## config.mk

```make
export PLATFORM = sky130hd
export DESIGN_NAME = warp_scoreboard
export DESIGN_NICKNAME = d
export VERILOG_FILES = /design/src/rtl/sb_pkg.sv /design/src/rtl/sb_warp_entry.sv /design/src/rtl/warp_scoreboard.sv
export SDC_FILE = /design/constraint.sdc
export NUM_CORES = 1
export LEC_CHECK = 0
export ABC_CLOCK_PERIOD_IN_PS = 5500
export BUFFER_PORTS_ARGS = -buffer_cell sky130_fd_sc_hd__buf_2
export CELL_PAD_IN_SITES_DETAIL_PLACEMENT = 1
export CELL_PAD_IN_SITES_GLOBAL_PLACEMENT = 1
export CORE_MARGIN = 2
export CORE_UTILIZATION = 45
export DETAILED_ROUTE_END_ITERATION = 16
export GPL_TIMING_DRIVEN = 1
export PLACE_DENSITY = 0.77
export SYNTH_ARGS = -nofsm -noshare
export SYNTH_HDL_FRONTEND = slang
export SYNTH_SLANG_ARGS = --single-unit
```

## constraint.sdc

```tcl
create_clock -name clk -period 5.5 [get_ports clk]
set_input_delay 0.275 -clock clk [delete_from_list [all_inputs] [get_ports clk]]
set_output_delay 0.275 -clock clk [all_outputs]
set_load 0.005 [all_outputs]
```

## src/rtl/sb_pkg.sv

```systemverilog
// sb_pkg: shared widths, per-warp entry layout and hazard-cause encoding for warp_scoreboard.
package sb_pkg;
   localparam int DEF_NUM_WARPS        = 4;
   localparam int DEF_THREADS_PER_WARP = 8;
   localparam int DEF_NUM_REGS         = 16;
   localparam int DEF_MAX_PENDING      = 4;
   localparam int WW = $clog2(DEF_NUM_WARPS);
   localparam int RW = $clog2(DEF_NUM_REGS);
   localparam int CW = $clog2(DEF_MAX_PENDING + 1);

   typedef struct packed {
      logic [DEF_NUM_REGS-1:0]         pend;
      logic [CW-1:0]                   cnt;
      logic [DEF_THREADS_PER_WARP-1:0] busy;
   } sb_entry_t;

   typedef enum logic [1:0] {HZ_NONE, HZ_RAW, HZ_WAW, HZ_FULL} hz_cause_e;

   // Counter must hold 0..max_pending inclusive.
   function automatic int cnt_width(input int max_pending);
      return $clog2(max_pending + 1);
   endfunction
endpackage

```

## src/rtl/sb_warp_entry.sv

```systemverilog
// sb_warp_entry: one warp's pending-register bitmap, outstanding-write counter,
// busy-thread mask and sticky protocol-error flag.
module sb_warp_entry
   import sb_pkg::*;
#(
   parameter int TPW = 8,
   parameter int NR  = 16,
   parameter int MP  = 4,
   localparam int RWL = $clog2(NR),
   localparam int CWL = cnt_width(MP)
) (
   input  logic            clk,
   input  logic            reset,
   input  logic            i_iss,
   input  logic            i_wr_en,
   input  logic [RWL-1:0]  i_rd,
   input  logic [TPW-1:0]  i_mask,
   input  logic            i_wb,
   input  logic [RWL-1:0]  i_wb_rd,
   input  logic [TPW-1:0]  i_wb_mask,
   output logic [NR-1:0]   o_pend,
   output logic [CWL-1:0]  o_cnt,
   output logic [TPW-1:0]  o_busy,
   output logic            o_err
);
   logic [NR-1:0]  r_pend;
   logic [CWL-1:0] r_cnt;
   logic [TPW-1:0] r_busy;
   logic           r_err;
   logic           w_inc;
   logic           w_bad;
   logic [NR-1:0]  w_set;
   logic [NR-1:0]  w_clr;

   assign w_inc = i_iss & i_wr_en;
   assign w_set = {NR{w_inc}} & (NR'(1) << i_rd);
   assign w_clr = {NR{i_wb}} & (NR'(1) << i_wb_rd);
   assign w_bad = i_wb & (~r_pend[i_wb_rd] | (r_cnt == '0));

   // Set is applied after clear so a same-register issue/wb leaves it pending.
   always_ff @(posedge clk or posedge reset)
      if (reset) begin
         r_pend <= '0;
         r_cnt  <= '0;
         r_busy <= '0;
         r_err  <= 1'b0;
      end else begin
         r_pend <= (r_pend & ~w_clr) | w_set;
         r_busy <= (r_busy & ~({TPW{i_wb}} & i_wb_mask)) | ({TPW{i_iss}} & i_mask);
         r_cnt  <= (w_inc & ~i_wb) ? r_cnt + CWL'(1) :
                   (i_wb & ~w_inc & (r_cnt != '0)) ? r_cnt - CWL'(1) : r_cnt;
         r_err  <= r_err | w_bad;
      end

   assign o_pend = r_pend;
   assign o_cnt  = r_cnt;
   assign o_busy = r_busy;
   assign o_err  = r_err;
endmodule

```

## src/rtl/warp_scoreboard.sv

```systemverilog
// warp_scoreboard: per-warp RAW/WAW/capacity hazard tracking for the warp scheduler.
// SCOREBOARD_WB_BYPASS_EN: a same-cycle writeback to issue_warp counts as already retired.
module warp_scoreboard
   import sb_pkg::*;
#(
   parameter int NUM_WARPS        = DEF_NUM_WARPS,
   parameter int THREADS_PER_WARP = DEF_THREADS_PER_WARP,
   parameter int NUM_REGS         = DEF_NUM_REGS,
   parameter int MAX_PENDING      = DEF_MAX_PENDING,
   localparam int WWL = $clog2(NUM_WARPS),
   localparam int RWL = $clog2(NUM_REGS),
   localparam int CWL = cnt_width(MAX_PENDING)
) (
   input  logic                                  clk,
   input  logic                                  reset,
   input  logic                                  issue_valid,
   input  logic [WWL-1:0]                        issue_warp,
   input  logic [RWL-1:0]                        issue_rd,
   input  logic [RWL-1:0]                        issue_rs1,
   input  logic [RWL-1:0]                        issue_rs2,
   input  logic                                  issue_wr_en,
   input  logic [THREADS_PER_WARP-1:0]           issue_mask,
   output logic                                  issue_ready,
   input  logic                                  wb_valid,
   input  logic [WWL-1:0]                        wb_warp,
   input  logic [RWL-1:0]                        wb_rd,
   input  logic [THREADS_PER_WARP-1:0]           wb_mask,
   output logic [NUM_WARPS*THREADS_PER_WARP-1:0] busy_threads,
   output logic [NUM_WARPS-1:0]                  warp_pending,
   output logic                                  err
);
   logic [NUM_REGS-1:0] w_pend [NUM_WARPS];
   logic [CWL-1:0]      w_cnt  [NUM_WARPS];
   logic [NUM_WARPS-1:0] w_err;
   logic [NUM_REGS-1:0] w_chk;
   logic                w_byp;
   logic                w_full;
   logic                w_acc;
   hz_cause_e           w_cause;

`ifdef SCOREBOARD_WB_BYPASS_EN
   assign w_byp = wb_valid & (wb_warp == issue_warp);
`else
   assign w_byp = 1'b0;
`endif

   // A bypassed wb frees its register and one slot, so full only blocks without it.
   assign w_chk  = w_pend[issue_warp] & ~({NUM_REGS{w_byp}} & (NUM_REGS'(1) << wb_rd));
   assign w_full = (w_cnt[issue_warp] == CWL'(MAX_PENDING)) & ~w_byp;
   assign w_cause = (w_chk[issue_rs1] | w_chk[issue_rs2]) ? HZ_RAW :
                    (issue_wr_en & w_chk[issue_rd])       ? HZ_WAW :
                    (issue_wr_en & w_full)                ? HZ_FULL : HZ_NONE;
   assign issue_ready = (w_cause == HZ_NONE);
   assign w_acc = issue_valid & issue_ready;
   assign err = |w_err;

   for (genvar i = 0; i < NUM_WARPS; i++) begin : g_warp
      sb_warp_entry #(
         .TPW (THREADS_PER_WARP),
         .NR  (NUM_REGS),
         .MP  (MAX_PENDING)
      ) u_entry (
         .clk       (clk),
         .reset     (reset),
         .i_iss     (w_acc & (issue_warp == WWL'(i))),
         .i_wr_en   (issue_wr_en),
         .i_rd      (issue_rd),
         .i_mask    (issue_mask),
         .i_wb      (wb_valid & (wb_warp == WWL'(i))),
         .i_wb_rd   (wb_rd),
         .i_wb_mask (wb_mask),
         .o_pend    (w_pend[i]),
         .o_cnt     (w_cnt[i]),
         .o_busy    (busy_threads[i*THREADS_PER_WARP +: THREADS_PER_WARP]),
         .o_err     (w_err[i])
      );
      assign warp_pending[i] = |w_cnt[i];
   end
endmodule

```

==> results <==
- The flow ran to the end, and the final reports show no timing, DRC or antenna violations.
- between 70 and 80 I/O pins were placed.
- For the pin with the worst max-slew slack, the measured transition is between 1 and 1.5 ns.
- For hold timing, the worst endpoint is g_warp[2].u_entry.o_busy[2].
- The mapped netlist covers 6880 µm².
- The number of clock buffers inserted by TritonCTS is 9.
- The number of max-cap violations is 0.
- The number of cells on the worst reg-to-reg path is 12.
- The terminus of the critical flop-to-flop path is g_warp[0].u_entry.o_cnt[2].
- STA classifies the critical path endpoint as a flip-flop.
- The HPWL after detailed placement is 17.1 mm.
- The proportion of synthesized chip area in sequential cells is 0.407.
- The total nets after synthesis is between 700 and 800.
- The initial utilization of the core area, before any placement, comes to 0.456.
- The chip width is approximately 130 µm.
- The layout has between 1.5k and 2k filler cells.
- The overall fraction of global-route tracks in use is 0.313.
- The via count of the first global-routing pass came to 6802.
- After detailed routing, the number of remaining DRC violations is 0.
- The finished layout holds ~950 standard cells, fillers aside.
- The number of routed nets with antenna violations is 0.
- The worst hold path stage count is 3.
- The average instance in the mapped netlist occupies a little under 10 µm².
- The post-route fraction of the period consumed by the critical path is 0.808.
- The power density over the cells is ~320 nW/µm².
- The number of sinks driven by the clock tree is roughly 110.
- The CTS tree is yes.
- The worst hold path class is in -> reg.
- The largest buffer count on any clock path is 2.
- After detailed routing, the number of vias per cell comes to between 6 and 7.
- The area added between synthesis and finish is 11.3%.
- The total of flip-flops plus latches after synthesis is around 110.
- Subtracting the final worst setup slack from the clock period gives 4.44 ns.
- The netlist uses 46 different library cells.
- The final RePlAce weighted congestion is between 0.9 and 1.
- The number of pins with negative max-slew slack in the final report is 0.
- The hold violation total from the final report is 0.
- For this block, the via count after detailed routing is 6447.
- Counting tap cells, the placed design contains a total of just over 900 instances.
- The full die area is about 16000 µm².
- The post-layout net count is 804.
- The clock latency of the later-clocked register in the worst-skew pair is between 0.3 and 0.4 ns.
- The share of synthesized registers carrying an async set or reset is 1.00.
- The number of antenna cells inserted is 0.
- The class of the most critical setup path is in -> reg.
- For the final database, setup skew stands at ~0.017 ns.
- The count of buffers inserted at the top-level ports is a little under 80.
- The initial antenna violation count is 1.
- The launch point of the worst hold path is issue_mask[2].
- The analysis attributes to cell leakage a power of about 3.2 nW.
- The flop-to-flop setup slack is 1.38 ns.
- The proportion of layout cells with a drive suffix above 1 is 0.224.
- In the final timing run, aggregate negative setup slack is 0 ns.
- The remaining max-slew budget at the tightest pin is 0.268.
- Clock-pin slew was measured on the worst setup and hold paths at roughly 0.090 ns.
- The core footprint is about 15000 µm².
- The most common cell after layout, fill and taps aside is o21ai_0.
- The routed wire length is roughly 24 mm.
- Leaving out fill and tap cells, the most frequent cells in the layout are o21ai_0, nand2_1, dfrtp_1.
- The remaining global-route overflow is 0.
- The number of setup buffers added after CTS is 0.
- The iteration-0 DRC count of the detailed router is about 650.
- Derived from the worst setup path, the maximum achievable clock frequency is 225 MHz.
- The predominant post-synthesis flop cell is dfrtp_1.
- STA puts the critical path data required time at a little under 6 ns.
- The vertical die dimension is approximately 130 µm.
- The startpoint of the worst-slack reg-to-reg timing path is g_warp[2].u_entry.o_pend[0].
- The cell at the root of the clock tree is clkbuf_16.
- Setup violations remaining at the end of the flow were counted as 0.
- The maximum number of pins on one net before global-route repair is 69.
- The kind of launch point of the worst setup path is an input pin.
- The length of the first detailed-routing pass in iterations is 5.
- Setup repair after global routing left no endpoint under its margin.
- Total power for the finished layout comes to 2.44 mW.
- In the final routed layout, each cell accounts on average for around 26 µm.
- The synthesized design contains 0 enable-type register cells.
- The synthesis warning total is 0.
- The global-route wire length before repair is between 30 and 40 mm.
- After technology mapping, the gate count stands at approximately 710.
- The number of placement rows is between 40 and 50.
- The H-tree level count is 3.
- At the worst endpoint, the arrival time is approximately 4.8 ns.
- The largest vdd supply drop is about 0.00017 V.
- The largest fanout of any net on the critical path is 28.
[routing by layer]
| layer | part of all wire | track usage | up-vias |
|---|---|---|---|
| met2 | 0.48 | 0.510 | 345 |
| li1 | - | - | 2731 |
| met5 | 0.00053 | 0 | - |
| met4 | 0.036 | 0.123 | 2 |
| met3 | 0.084 | 0.0655 | 82 |
| met1 | 0.40 | 0.412 | 3287 |
[kinds of logic after synthesis]
logic type      Yosys count  share of synthesized area
simple gates            236                      0.158
mux                      78                      0.205
fa+ha+maj                 4                     0.0116
compound gates          220                      0.179
buf+inv                  59                     0.0364
flops                   112                      0.407
xor+xnor                  2                    0.00255
[cell type report]
type                       instances  area [µm²]  area share
sequential                       112        2800       0.366
clock buffer                       9         225      0.0294
multi-input combinational        540        3830       0.500
timing repair buffer              87         460      0.0601
inverter                           9        36.3     0.00474
clock inverter                     7        70.1     0.00915
tap                              188         235      0.0307
[metrics by stage]
stage | worst slack, ns | hold slack (ns) | util | instance area, µm²
global route | 0.701 | 0.229 | 0.507 | 7660
CTS | 1.07 | 0.207 | 0.507 | 7660
finish | 1.06 | 0.209 | 0.507 | 7660
floorplan | 1.52 | 0.430 | - | 6880
global placement | 0.952 | 0.363 | 0.487 | 7350
detailed placement | 0.794 | 0.375 | 0.487 | 7350
[registers in the layout, indices dropped and copies added, names as in the netlist]
signal and count:
g_warp.u_entry.o_pend 64, g_warp.u_entry.o_cnt 12, g_warp.u_entry.o_err 4, g_warp.u_entry.o_busy 32
[cells in the mapped netlist, drive strengths merged (12+ instances only)]
master / count / area [µm²]
nor2: 22 / 82.6
o21ai: 167 / 836
nand3: 20 / 100
buf: 12 / 73.8
or3: 12 / 75.1
mux4: 49 / 1100
clkbuf: 38 / 143
a21oi: 12 / 60.1
dfrtp: 112 / 2800
mux2i: 16 / 160
nand2: 129 / 484
mux2: 13 / 146
[repair_timing]
action,in CTS,in global routing
resized for setup,0,0
hold endpoints to repair,15,0
hold buffers,1,0
[where the power goes]
part / switching, mW / internal [mW]
registers: 0.174 / 0.959
clock network: 0.344 / 0.320
logic: 0.362 / 0.285
total: 0.880 / 1.56
[critical path: stages]
cell       delay [ns]
buf_2            0.66
buf_4            0.35
mux4_2           0.54
mux2i_1          0.15
mux2i_1          0.12
o2111ai_1        0.40
nand4_1          0.15
or3_1            0.32
buf_4            0.25
nand2b_1         0.20
fa_1             0.43
or4_1            0.55
a21boi_0         0.21
or3_1            0.14
[worst max-delay path by stage]
stage               depth (start not counted)     startpoint                    endpoint
floorplan                                  15  issue_warp[0]  g_warp[3].u_entry.o_cnt[2]
global placement                           14  issue_warp[0]  g_warp[0].u_entry.o_cnt[2]
detailed placement                         14  issue_warp[0]  g_warp[0].u_entry.o_cnt[2]
CTS                                        14  issue_warp[0]  g_warp[0].u_entry.o_cnt[2]
global route                               14  issue_warp[0]  g_warp[0].u_entry.o_cnt[2]
finish                                     14  issue_warp[0]  g_warp[0].u_entry.o_cnt[2]
Note: power is estimated with default switching activity, not from simulation.
